File: src/rtl/ula_snapshot_packer_if.sv
// AXI4-Stream beat bundle carrying serialised ULA snapshot words.
// Master drives data/valid/last and the sink returns TREADY.
interface ula_snapshot_packer_if;
  logic [31:0] TDATA;
  logic        TVALID;
  logic        TLAST;
  logic        TREADY;

  modport master (output TDATA, output TVALID, output TLAST, input TREADY);
  modport slave  (input TDATA, input TVALID, input TLAST, output TREADY);
endinterface

File: src/rtl/ula_snapshot_packer.sv
// Captures one parallel ULA snapshot at a time and serialises it element 0 first
// onto an AXI4-Stream port, closing each frame of SNAPS_PER_FRAME snapshots with TLAST.
module ula_snapshot_packer #(
  parameter int NUM_ELEM        = 4,
  parameter int SNAPS_PER_FRAME = 16,
  localparam int CW             = $clog2(NUM_ELEM + 1)
) (
  input  logic                     ap_clk,
  input  logic                     ap_rst,
  input  logic [CW-1:0]            cfg_num_elem,
  input  logic                     snap_valid,
  input  logic [32*NUM_ELEM-1:0]   snap_data,
  output logic                     snap_ready,
  ula_snapshot_packer_if.master    out_stream,
  output logic                     overflow,
  output logic [15:0]              frame_count
);

  localparam int SW  = (SNAPS_PER_FRAME > 1) ? $clog2(SNAPS_PER_FRAME) : 1;
  localparam int SHW = $clog2(32 * NUM_ELEM);

  typedef enum logic {IDLE, SEND} state_t;

  state_t                  state, state_n;
  logic [32*NUM_ELEM-1:0]  shadow, shadow_n;
  logic [CW-1:0]           elem_idx, elem_idx_n;
  logic [CW-1:0]           act, act_n;
  logic [CW-1:0]           cfg_resolved;
  logic [SW-1:0]           snap_idx, snap_idx_n;
  logic                    overflow_n;
  logic [15:0]             frame_count_n;
  logic                    tvalid;
  logic                    beat;
  logic                    last_elem;
  logic                    last_snap;
  logic                    accept;
  logic [SHW-1:0]          word_base;

  // Zero or an out-of-range count falls back to the full physical array.
  assign cfg_resolved = (int'(cfg_num_elem) == 0 || int'(cfg_num_elem) > NUM_ELEM)
                        ? CW'(NUM_ELEM) : cfg_num_elem;

  assign tvalid     = (state == SEND);
  assign beat       = tvalid && out_stream.TREADY;
  assign last_elem  = (elem_idx == act - CW'(1));
  assign last_snap  = (snap_idx == SW'(SNAPS_PER_FRAME - 1));
  assign snap_ready = !ap_rst && (state == IDLE || (beat && last_elem));
  assign accept     = snap_valid && snap_ready;
  assign word_base  = SHW'(32 * int'(elem_idx));

  assign out_stream.TVALID = tvalid;
  assign out_stream.TDATA  = shadow[word_base +: 32];
  assign out_stream.TLAST  = tvalid && last_elem && last_snap;

  always_comb begin
    state_n       = state;
    shadow_n      = shadow;
    elem_idx_n    = elem_idx;
    snap_idx_n    = snap_idx;
    act_n         = act;
    overflow_n    = overflow;
    frame_count_n = frame_count;

    if (beat) begin
      if (!last_elem) begin
        elem_idx_n = elem_idx + CW'(1);
      end else begin
        snap_idx_n = last_snap ? '0 : snap_idx + SW'(1);
        if (last_snap) frame_count_n = frame_count + 16'd1;
        state_n = IDLE;
      end
    end

    // Frame start is judged after this cycle's beat, so a snapshot taken on
    // the closing TLAST beat still latches the new element count.
    if (accept) begin
      shadow_n   = snap_data;
      elem_idx_n = '0;
      state_n    = SEND;
      if (snap_idx_n == '0) act_n = cfg_resolved;
    end

    if (snap_valid && !snap_ready) overflow_n = 1'b1;
  end

  always_ff @(posedge ap_clk or posedge ap_rst) begin
    if (ap_rst) begin
      state       <= IDLE;
      shadow      <= '0;
      elem_idx    <= '0;
      snap_idx    <= '0;
      act         <= CW'(NUM_ELEM);
      overflow    <= 1'b0;
      frame_count <= 16'd0;
    end else begin
      state       <= state_n;
      shadow      <= shadow_n;
      elem_idx    <= elem_idx_n;
      snap_idx    <= snap_idx_n;
      act         <= act_n;
      overflow    <= overflow_n;
      frame_count <= frame_count_n;
    end
  end

endmodule
File: src/flat_wrapper.sv
// flat-port wrapper written by rule: the top's interface ports become plain ports
module ula_snapshot_packer_flat 
#(
  parameter int NUM_ELEM        = 4,
  parameter int SNAPS_PER_FRAME = 16,
  localparam int CW             = $clog2(NUM_ELEM + 1)
)
  (ap_clk, ap_rst, cfg_num_elem, snap_valid, snap_data, snap_ready, overflow, frame_count, out_stream_TDATA, out_stream_TVALID, out_stream_TLAST, out_stream_TREADY);
  ula_snapshot_packer_if out_stream_i ();
  input  logic ap_clk;
  input  logic ap_rst;
  input  logic [CW-1:0] cfg_num_elem;
  input  logic snap_valid;
  input  logic [32*NUM_ELEM-1:0] snap_data;
  output logic snap_ready;
  output logic overflow;
  output logic [15:0] frame_count;
  output wire logic [$bits(out_stream_i.TDATA)-1:0] out_stream_TDATA;
  output wire logic [$bits(out_stream_i.TVALID)-1:0] out_stream_TVALID;
  output wire logic [$bits(out_stream_i.TLAST)-1:0] out_stream_TLAST;
  input wire logic [$bits(out_stream_i.TREADY)-1:0] out_stream_TREADY;
  assign out_stream_TDATA = out_stream_i.TDATA;
  assign out_stream_TVALID = out_stream_i.TVALID;
  assign out_stream_TLAST = out_stream_i.TLAST;
  assign out_stream_i.TREADY = out_stream_TREADY;
  ula_snapshot_packer #(.NUM_ELEM(NUM_ELEM), .SNAPS_PER_FRAME(SNAPS_PER_FRAME)) u_core (.ap_clk(ap_clk), .ap_rst(ap_rst), .cfg_num_elem(cfg_num_elem), .snap_valid(snap_valid), .snap_data(snap_data), .snap_ready(snap_ready), .out_stream(out_stream_i), .overflow(overflow), .frame_count(frame_count));
endmodule
File: config.mk
export PLATFORM = sky130hd
export DESIGN_NAME = ula_snapshot_packer_flat
export DESIGN_NICKNAME = d
export VERILOG_FILES = /design/src/rtl/ula_snapshot_packer_if.sv /design/src/rtl/ula_snapshot_packer.sv /design/src/flat_wrapper.sv
export SDC_FILE = /design/constraint.sdc
export NUM_CORES = 1
export LEC_CHECK = 0
export CAP_MARGIN = 20
export CORE_MARGIN = 1.5
export CORE_UTILIZATION = 44
export DETAILED_ROUTE_END_ITERATION = 6
export PLACE_DENSITY = 0.83
export SYNTH_ARGS = -nofsm -noshare
export SYNTH_HDL_FRONTEND = slang
export SYNTH_SLANG_ARGS = --single-unit
File: constraint.sdc
create_clock -name ap_clk -period 5 [get_ports ap_clk]
set_input_delay 0.5 -clock ap_clk [delete_from_list [all_inputs] [get_ports ap_clk]]
set_output_delay 0.5 -clock ap_clk [all_outputs]
set_load 0.02 [all_outputs]
## Yosys cells after proc, flatten, opt, wreduce, memory -nomap -nowiden

Index checks and enable logic that the tools add are counted.

| storage, ports and cells | value |
|---|---|
| bits in registers | 156 |
| bits in latches | 0 |
| bits in writable memories | 0 |
| ROM bits | 0 |
| input bits | 135 |
| output and inout port bits | 52 |
| word-level logic and storage cells | 46 |
| memories | 0 |

| cells by class | value |
|---|---|
| add/subtract/negate cells | 4 |
| $mul | 0 |
| div/mod/pow operators | 0 |
| magnitude comparators | 1 |
| eq/ne operators | 3 |
| shift operators | 1 |
| muxes and demuxes | 10 |
| bitwise logic cells | 1 |
| reduce and logical (&&, ||, !) cells | 19 |

Operators by type and width:

| cell | number |
|---|---|
| variable part select 128 x 8 -> 32 bit | 1 |
| adder 16 x 1 -> 16 bit, second input constant | 1 |
| 2-to-1 mux 3 bit | 4 |
| 2-to-1 mux 4 bit | 3 |
| logical AND 1 bit | 7 |
| AND reduction 2 bit | 3 |
| adder 4 x 1 -> 4 bit, second input constant | 1 |
| == test 4 bit, second input constant | 1 |
| zero test 4 bit | 1 |
| nonzero test 2 bit | 2 |
| adder 3 x 1 -> 3 bit, second input constant | 1 |
| == test 3 bit | 1 |
| greater-than comparator 3 bit, second input constant | 1 |
| zero test 3 bit | 1 |
| 2-to-1 mux 1 bit | 3 |
| AND reduction 3 bit | 1 |
| subtractor 3 x 1 -> 3 bit, second input constant | 1 |
| zero test 1 bit | 2 |
| logical OR 1 bit | 2 |
| != test 2 bit, second input constant | 1 |
| NOT 1 bit | 1 |

## Longest topological paths before layout

Gate-level depths: netlist of the first run.

| depth | value |
|---|---|
| word-level depth | 8 |
| depth in mapped cells | 10 |
| gate-level depth less buffers | 7 |

## Worst setup path before layout of the first run

No wires, ideal clock.

| timing path | value |
|---|---|
| kind | input to register |
| start | in ap_rst |
| end | reg u_core.shadow[10] |
| setup time | 0.125 ns |
| arrival time | 5.226 ns |
| required time | 4.875 ns |
| setup slack | -0.351 ns |
| cell stages on the path | 6 |
| buffers on the path | 3 |
| cells stage by stage | inv_1 and3_1 clkbuf_1 clkbuf_1 buf_2 mux2_2 |

| on the way | value |
|---|---|
| longest elaborated chain between the ends | 3 |

Ends and longest elaborated chain:

| element | line | source |
|---|---|---|
| start: declaration | flat_wrapper.sv:11 | `input logic ap_rst;` |
| zero test 1 bit | ula_snapshot_packer.sv:47 | `assign snap_ready = !ap_rst && (state == IDLE \|\| (beat && last_elem));` |
| logical AND 1 bit | ula_snapshot_packer.sv:47 |  |
| logical AND 1 bit | ula_snapshot_packer.sv:48 | `assign accept = snap_valid && snap_ready;` |
| end signal: assignment | ula_snapshot_packer.sv:97 | `shadow <= shadow_n;` |
| end: declaration | ula_snapshot_packer.sv:25 | `logic [32*NUM_ELEM-1:0] shadow, shadow_n;` |

No other way between the ends.
A chain may end at the register's enable or synchronous reset.

## Final worst setup path of the first run

| timing path | value |
|---|---|
| start | reg u_core.act[0] |
| end | reg u_core.shadow[47] |

| on the way | value |
|---|---|
| longest elaborated chain between the ends | 6 |

Ends and longest elaborated chain:

| element | line | source |
|---|---|---|
| start: declaration | ula_snapshot_packer.sv:27 | `logic [CW-1:0] act, act_n;` |
| start signal: assignment | ula_snapshot_packer.sv:92 | `act <= CW'(NUM_ELEM);` |
| start signal: assignment | ula_snapshot_packer.sv:100 | `act <= act_n;` |
| subtractor 3 x 1 -> 3 bit | ula_snapshot_packer.sv:45 | `assign last_elem = (elem_idx == act - CW'(1));` |
| == test 3 bit | ula_snapshot_packer.sv:45 |  |
| logical AND 1 bit | ula_snapshot_packer.sv:47 |  |
| logical OR 1 bit | ula_snapshot_packer.sv:47 |  |
| logical AND 1 bit | ula_snapshot_packer.sv:47 |  |
| logical AND 1 bit | ula_snapshot_packer.sv:48 |  |

No other way between the ends.

==> impl_metrics.yaml, run 1 <==
placement:
  pre_cts_ws_ns: 1.675
  place_area_sq_um: 8979
  port_buffers: 186
  place_congestion: 0.7757
  dpl.hpwl_mm: 10.79
  placed_cells: 821
detailed_routing:
  wl_per_cell_microns: 17.80
  wl_mm: 15.24
  vias: 4393
  first_iter_violations: 219
  routed_via_density: 5.132
  dr.pass1.iters: 6
  drc: 0
  ant_nets: 0
timing:
  fin_crit_sh: 0.6815
  finalMaxSlewViolations: 0
  slew_headroom: 0.4352
  rsz0062_at_grt: "false"
  fin_tns_setup_ns: 0
  setup_viol: 0
  setup_slack_ns: 1.593
  fin_crit_ns: 3.407
  hold_viol_final: 0
  fin_skew_ns: 0.007879
  whs_ns: 0.3241
  worstMarginPinSlew_ns: 0.8471
  max_freq_mhz: 293.5
floorplan:
  rows: 45
  ioPinCount: 187
  start_util: 0.4528
  core_sq_um: 15260
  die_h_microns: 128.3
  die_width_microns: 128.3
  dieArea_sq_um: 16460
finish:
  layout_common_cells: "186 x clkdlybuf4s50_1, 153 x dfrtp_1, 131 x mux2_2"
  postLayoutCellArea_sq_um: 9610
  area_delta_synth_final_pct: 39.10
  regArea_sq_um: 3908
  drive_above_1_share: 0.3261
  multiInputGateArea_sq_um: 2843
  final_nets: 771
  final_common_cell: "clkdlybuf4s50_1"
  fin_cells: 856
  fillers: 1104
synth:
  synth_top_cell_area_share: 0.5614
  synthTopCellsByArea: "dfrtp_1 56%, mux2_2 21%, mux4_2 10%"
  syn-num-nets: 585
  synthMuxAreaShare: 0.3236
  synth_top_cell_by_area: "dfrtp_1"
  synth_cell_types: 36
  synth_edf_count: 0
  yosys_warnings: 0
  synth-adder-area-share: 0.009055
  ys_seq_area_frac: 0.5652
  synth_compound_gate_area_share: 0.01123
  netlist_area_sq_um: 6909
  syn_inst: 445
  synth_xor_area_frac: 0.02771
  async_reset_ff_frac: 1.000
  avgSynthCellArea_sq_um: 15.53
  synth_top_family_by_area: "multiplexers"
  synth_ff_type: "dfrtp_1"
  yosys.area_share.simple: 0.03912
  synth-seq-cells: 156
global_routing:
  antenna_found_initial: 1
  grt_pass1_vias: 4815
  grt_overflow: 0
  grt_max_degree: 87
  grt_pass1_wl_mm: 24.58
  grtUsageTotal: 0.1957
setup_path:
  worstPathArrival_ns: 3.70
  critPathLaunchType: "flop"
  path_class: "flop to flop"
  cp-end-kind: "flop"
  cp.required_ns: 5.29
  path_max_fanout: 78
cts:
  htreeDepth: 4
  root_buffer: "clkbuf_16"
  cts_tree: "done"
  cts_buffers: 17
  clock-sinks: 156
  ctsHoldBuffers: 0
  post_cts_buffers: 0
  cts_max_path_buffers: 2
  clk_pin_slew_worst_paths_ns: 0.06
  cts_resized: 0
  clk_latency_ns: 0.41
power:
  p_leak_nw: 3.979
  vdd_ir_drop_max_mv: 0.3877
  power_density_nw_per_um2: 595.6
job:
  maxCapViolCount: 0
run_status:
  status: "finished, final reports clean"
hold_path:
  hold_class: "primary input to async pin"
## cell families after synthesis
logic type / Yosys count
multiplexers: 167
flip-flops: 156
AND/OR/NAND/NOR: 48
buffers and inverters: 39
XOR/XNOR: 20
AO/OA/AOI/OAI: 10
adder cells (fa/ha/maj): 5
## routing by layer
layer  share of wire  track usage  vias to the layer above
met3           0.066      0.06678                       10
met1            0.41       0.2412                     2250
li1                -            -                     1997
met5               0            0                        -
met2            0.51       0.3305                      136
met4          0.0092      0.05420                        0
## flip-flops by register name, indices dropped and copies added, names as in the netlist
name / cells
u_core.elem_idx: 3
u_core.shadow: 128
u_core.frame_count: 16
u_core.snap_idx: 4
u_core.act: 3
u_core.overflow: 1
u_core.out_stream.TVALID: 1
## layout make-up
cell class,instances,share of cell area
Antenna cell,1,0.0002604
Clock buffer,23,0.05077
Clock inverter,9,0.01133
Inverter,13,0.005468
Multi-Input combinational cell,250,0.2958
Sequential cell,156,0.4066
Tap cell,211,0.02747
Timing Repair Buffer,193,0.2023
## critical path, stage by stage, from the launching register on
cell     delay, ns
dfrtp_1       0.39
inv_1         0.08
ha_1          0.15
xor3_2        0.49
o41ai_2       0.51
and3_4        0.73
buf_12        0.41
mux2_2        0.40
## stage by stage
stage          total power (W)    util
4_1_cts               0.005795  0.6276
6_report              0.005724  0.6298
5_1_grt               0.006048  0.6297
3_5_place_dp          0.004491  0.5884
2_1_floorplan         0.003569       -
3_3_place_gp          0.004373  0.5884
## synth_stat cells, types with 2 or more instances
cell type    n
a21oi_1      2
and3_1       5
buf_1        4
buf_2       16
clkbuf_1     6
dfrtp_1    155
ha_1         5
inv_1       13
mux2_2     131
mux2i_1      4
mux4_2      32
nand2_1     10
nand3_1      7
nand4_1      3
nor2_1      10
nor4_1       4
o21a_1       2
xnor2_1     14
xor2_1       5
## power breakdown
group	internal [W]	switching [W]	leakage, nW	total [W]
logic	0.00139	0.000964	1.81	0.00235
clock network	0.000790	0.000490	0.294	0.00128
registers	0.00181	0.000282	1.87	0.00209
## worst paths after layout
| kind | endpoint | start | slack, ns | cells past startpoint |
|---|---|---|---|---|
| max | u_core.shadow[47]$_DFFE_PP0P_ | u_core.act[0]$_DFFE_PP0P_ | 1.59 | 7 |
| min | u_core.out_stream.TVALID$_DFFE_PP0P_ | ap_rst | 0.32 | 2 |
| max reg2reg | u_core.shadow[47]$_DFFE_PP0P_ | u_core.act[0]$_DFFE_PP0P_ | 1.59 | 7 |
| min reg2reg | u_core.overflow$_DFFE_PP0P_ | u_core.overflow$_DFFE_PP0P_ | 0.47 | 1 |
| max in group asynchronous | u_core.act[2]$_DFFE_PP1P_ | ap_rst | 3.00 | 5 |
| min in group ap_clk | u_core.overflow$_DFFE_PP0P_ | u_core.overflow$_DFFE_PP0P_ | 0.47 | 1 |
No activity file was read; power rests on OpenSTA's default activity.
==> inputs of run 2 (changes only) <==
- clock period: 5 -> 2.8 ns (I/O delays scaled with it)
==> run 2 against run 1 <==
- cell area grew 1.6%
- critical path depth down 1
- clock skew down 0.0034 ns
- highest routed layer unchanged
- first-iteration DRC count up 42%
==> impl_metrics.yaml, run 2 (synthesis results as in run 1) <==
power:
  power_density_nw_per_um2: 1055
  p_leak_nw: 4.050
  swShare: 0.3075
  p_total_w: 0.01031
  combPwrFrac: 0.419
  vdd_ir_drop_max_mv: 0.6254
  clock_power_share: 0.217
  internal_power_w: 0.007139
  p_switching_w: 0.003170
  seqPwrFrac: 0.365
finish:
  area_delta_synth_final_pct: 41.38
  regArea_sq_um: 3908
  fillers: 1102
  multiInputGateArea_sq_um: 2885
  largest-register: "u_core.shadow"
  drive_above_1_share: 0.3440
  layout_common_cells: "184 x clkdlybuf4s50_1, 153 x dfrtp_1, 131 x mux2_2"
  largest_reg_flops: 128
  final_nets: 782
  reg_top3: "u_core.shadow x128, u_core.frame_count x16, u_core.snap_idx x4"
  final_common_cell: "clkdlybuf4s50_1"
  postLayoutCellArea_sq_um: 9768
floorplan:
  start_util: 0.4528
  ioPinCount: 187
  die_h_microns: 128.3
  dieArea_sq_um: 16460
  die_width_microns: 128.3
  core_sq_um: 15260
  rows: 45
detailed_routing:
  first_iter_violations: 311
  routed_via_density: 5.176
  wl_per_cell_microns: 17.98
  drc: 0
  wl_mm: 15.58
  vias: 4482
  ant_nets: 0
  dr.pass1.iters: 4
placement:
  dpl.hpwl_mm: 10.89
  place_area_sq_um: 9136
  port_buffers: 186
  place_congestion: 0.8582
  pre_cts_ws_ns: -0.05918
cts:
  clk_latency_ns: 0.41
  clock-sinks: 156
  cts_buffers: 17
  htreeDepth: 4
  clk_pin_slew_worst_paths_ns: 0.06
  cts_tree: "done"
  cts_max_path_buffers: 2
  ctsHoldBuffers: 0
  root_buffer: "clkbuf_16"
timing:
  rsz0062_at_grt: "false"
  max_freq_mhz: 369.4
  finalMaxSlewViolations: 0
  fin_tns_setup_ns: 0
  worstMarginPinSlew_ns: 0.8494
  whs_ns: 0.1406
  fin_crit_ns: 2.707
  setup_viol: 0
  fin_skew_ns: 0.004470
  setup_slack_ns: 0.09302
  hold_viol_final: 0
  fin_crit_sh: 0.9668
  slew_headroom: 0.4337
hold_path:
  hold_class: "primary input to async pin"
setup_path:
  r2r_start: "u_core.act[2]$_DFFE_PP1P_"
  cp-startpoint: "u_core.act[2]$_DFFE_PP1P_"
  cp.required_ns: 3.10
  worstPathArrival_ns: 3.01
  path_max_fanout: 31
  path_class: "flop to flop"
  cp-end-kind: "flop"
  critPathLaunchType: "flop"
global_routing:
  grt_overflow: 0
  grt_pass1_wl_mm: 25.39
  grt_max_degree: 153
  antenna_found_initial: 0
  grt_pass1_vias: 5097
  grtUsageTotal: 0.2014
run_status:
  status: "finished, final reports clean"
job:
  maxCapViolCount: 0
## run 2: power by group through the flow
stage	clock network, W	logic [W]	registers (W)
floorplan	0	0.00279	0.00359
global placement	0	0.00418	0.00370
detailed placement	0	0.00429	0.00379
CTS	0.00230	0.00434	0.00376
global route	0.00240	0.00458	0.00389
finish	0.00223	0.00432	0.00376
## run 2: worst max-delay path, cell delays in order, from the launching register on
cell and delay (ns):
dfstp_2 0.53, xor3_2 0.53, o41ai_4 0.46, and3_4 0.29, buf_12 0.18, buf_12 0.21
mux2_2 0.36
## run 2: through the flow
step                      instances  utilization
after floorplan                 445            -
after global placement          832       0.5988
after detailed placement        832       0.5988
after CTS                       863       0.6381
after global routing            865       0.6400
final                           866       0.6402
## run 2: layout make-up
cell class,count,share of cell area
clock buffer,21,0.04714
sequential,156,0.4000
timing repair buffer,204,0.2129
inverter,13,0.005380
tap,211,0.02703
antenna,1,0.0002562
multi-input combinational,250,0.2954
clock inverter,10,0.01191
## run 2: routing by layer
metal | vias to the layer above | global-route usage | share of wire | routed length, microns
met1 | 2280 | 0.2595 | 0.43 | 6755
met2 | 159 | 0.3286 | 0.49 | 7627
met4 | 0 | 0.07006 | 0.014 | 220
met5 | - | 0 | 0 | 0
li1 | 2023 | - | - | -
met3 | 20 | 0.05801 | 0.062 | 972
## run 2: final timing paths
kind                                                         to  slack, ns  depth (start not counted)
max reg2reg                       u_core.shadow[26]$_DFFE_PP0P_       0.09                          6
min                        u_core.out_stream.TVALID$_DFFE_PP0P_       0.14                          2
min in group ap_clk                 u_core.overflow$_DFFE_PP0P_       0.47                          1
max                               u_core.shadow[26]$_DFFE_PP0P_       0.09                          6
min reg2reg                         u_core.overflow$_DFFE_PP0P_       0.47                          1
max in group asynchronous           u_core.overflow$_DFFE_PP0P_       1.58                          3
## run 2: timing repair
action | CTS | global route
setup endpoints to repair | 6 | 46
endpoints found under the hold margin | 0 | 0
gates resized for setup | 6 | 5
buffers inserted | 0 | 2
pin swaps | 0 | 2
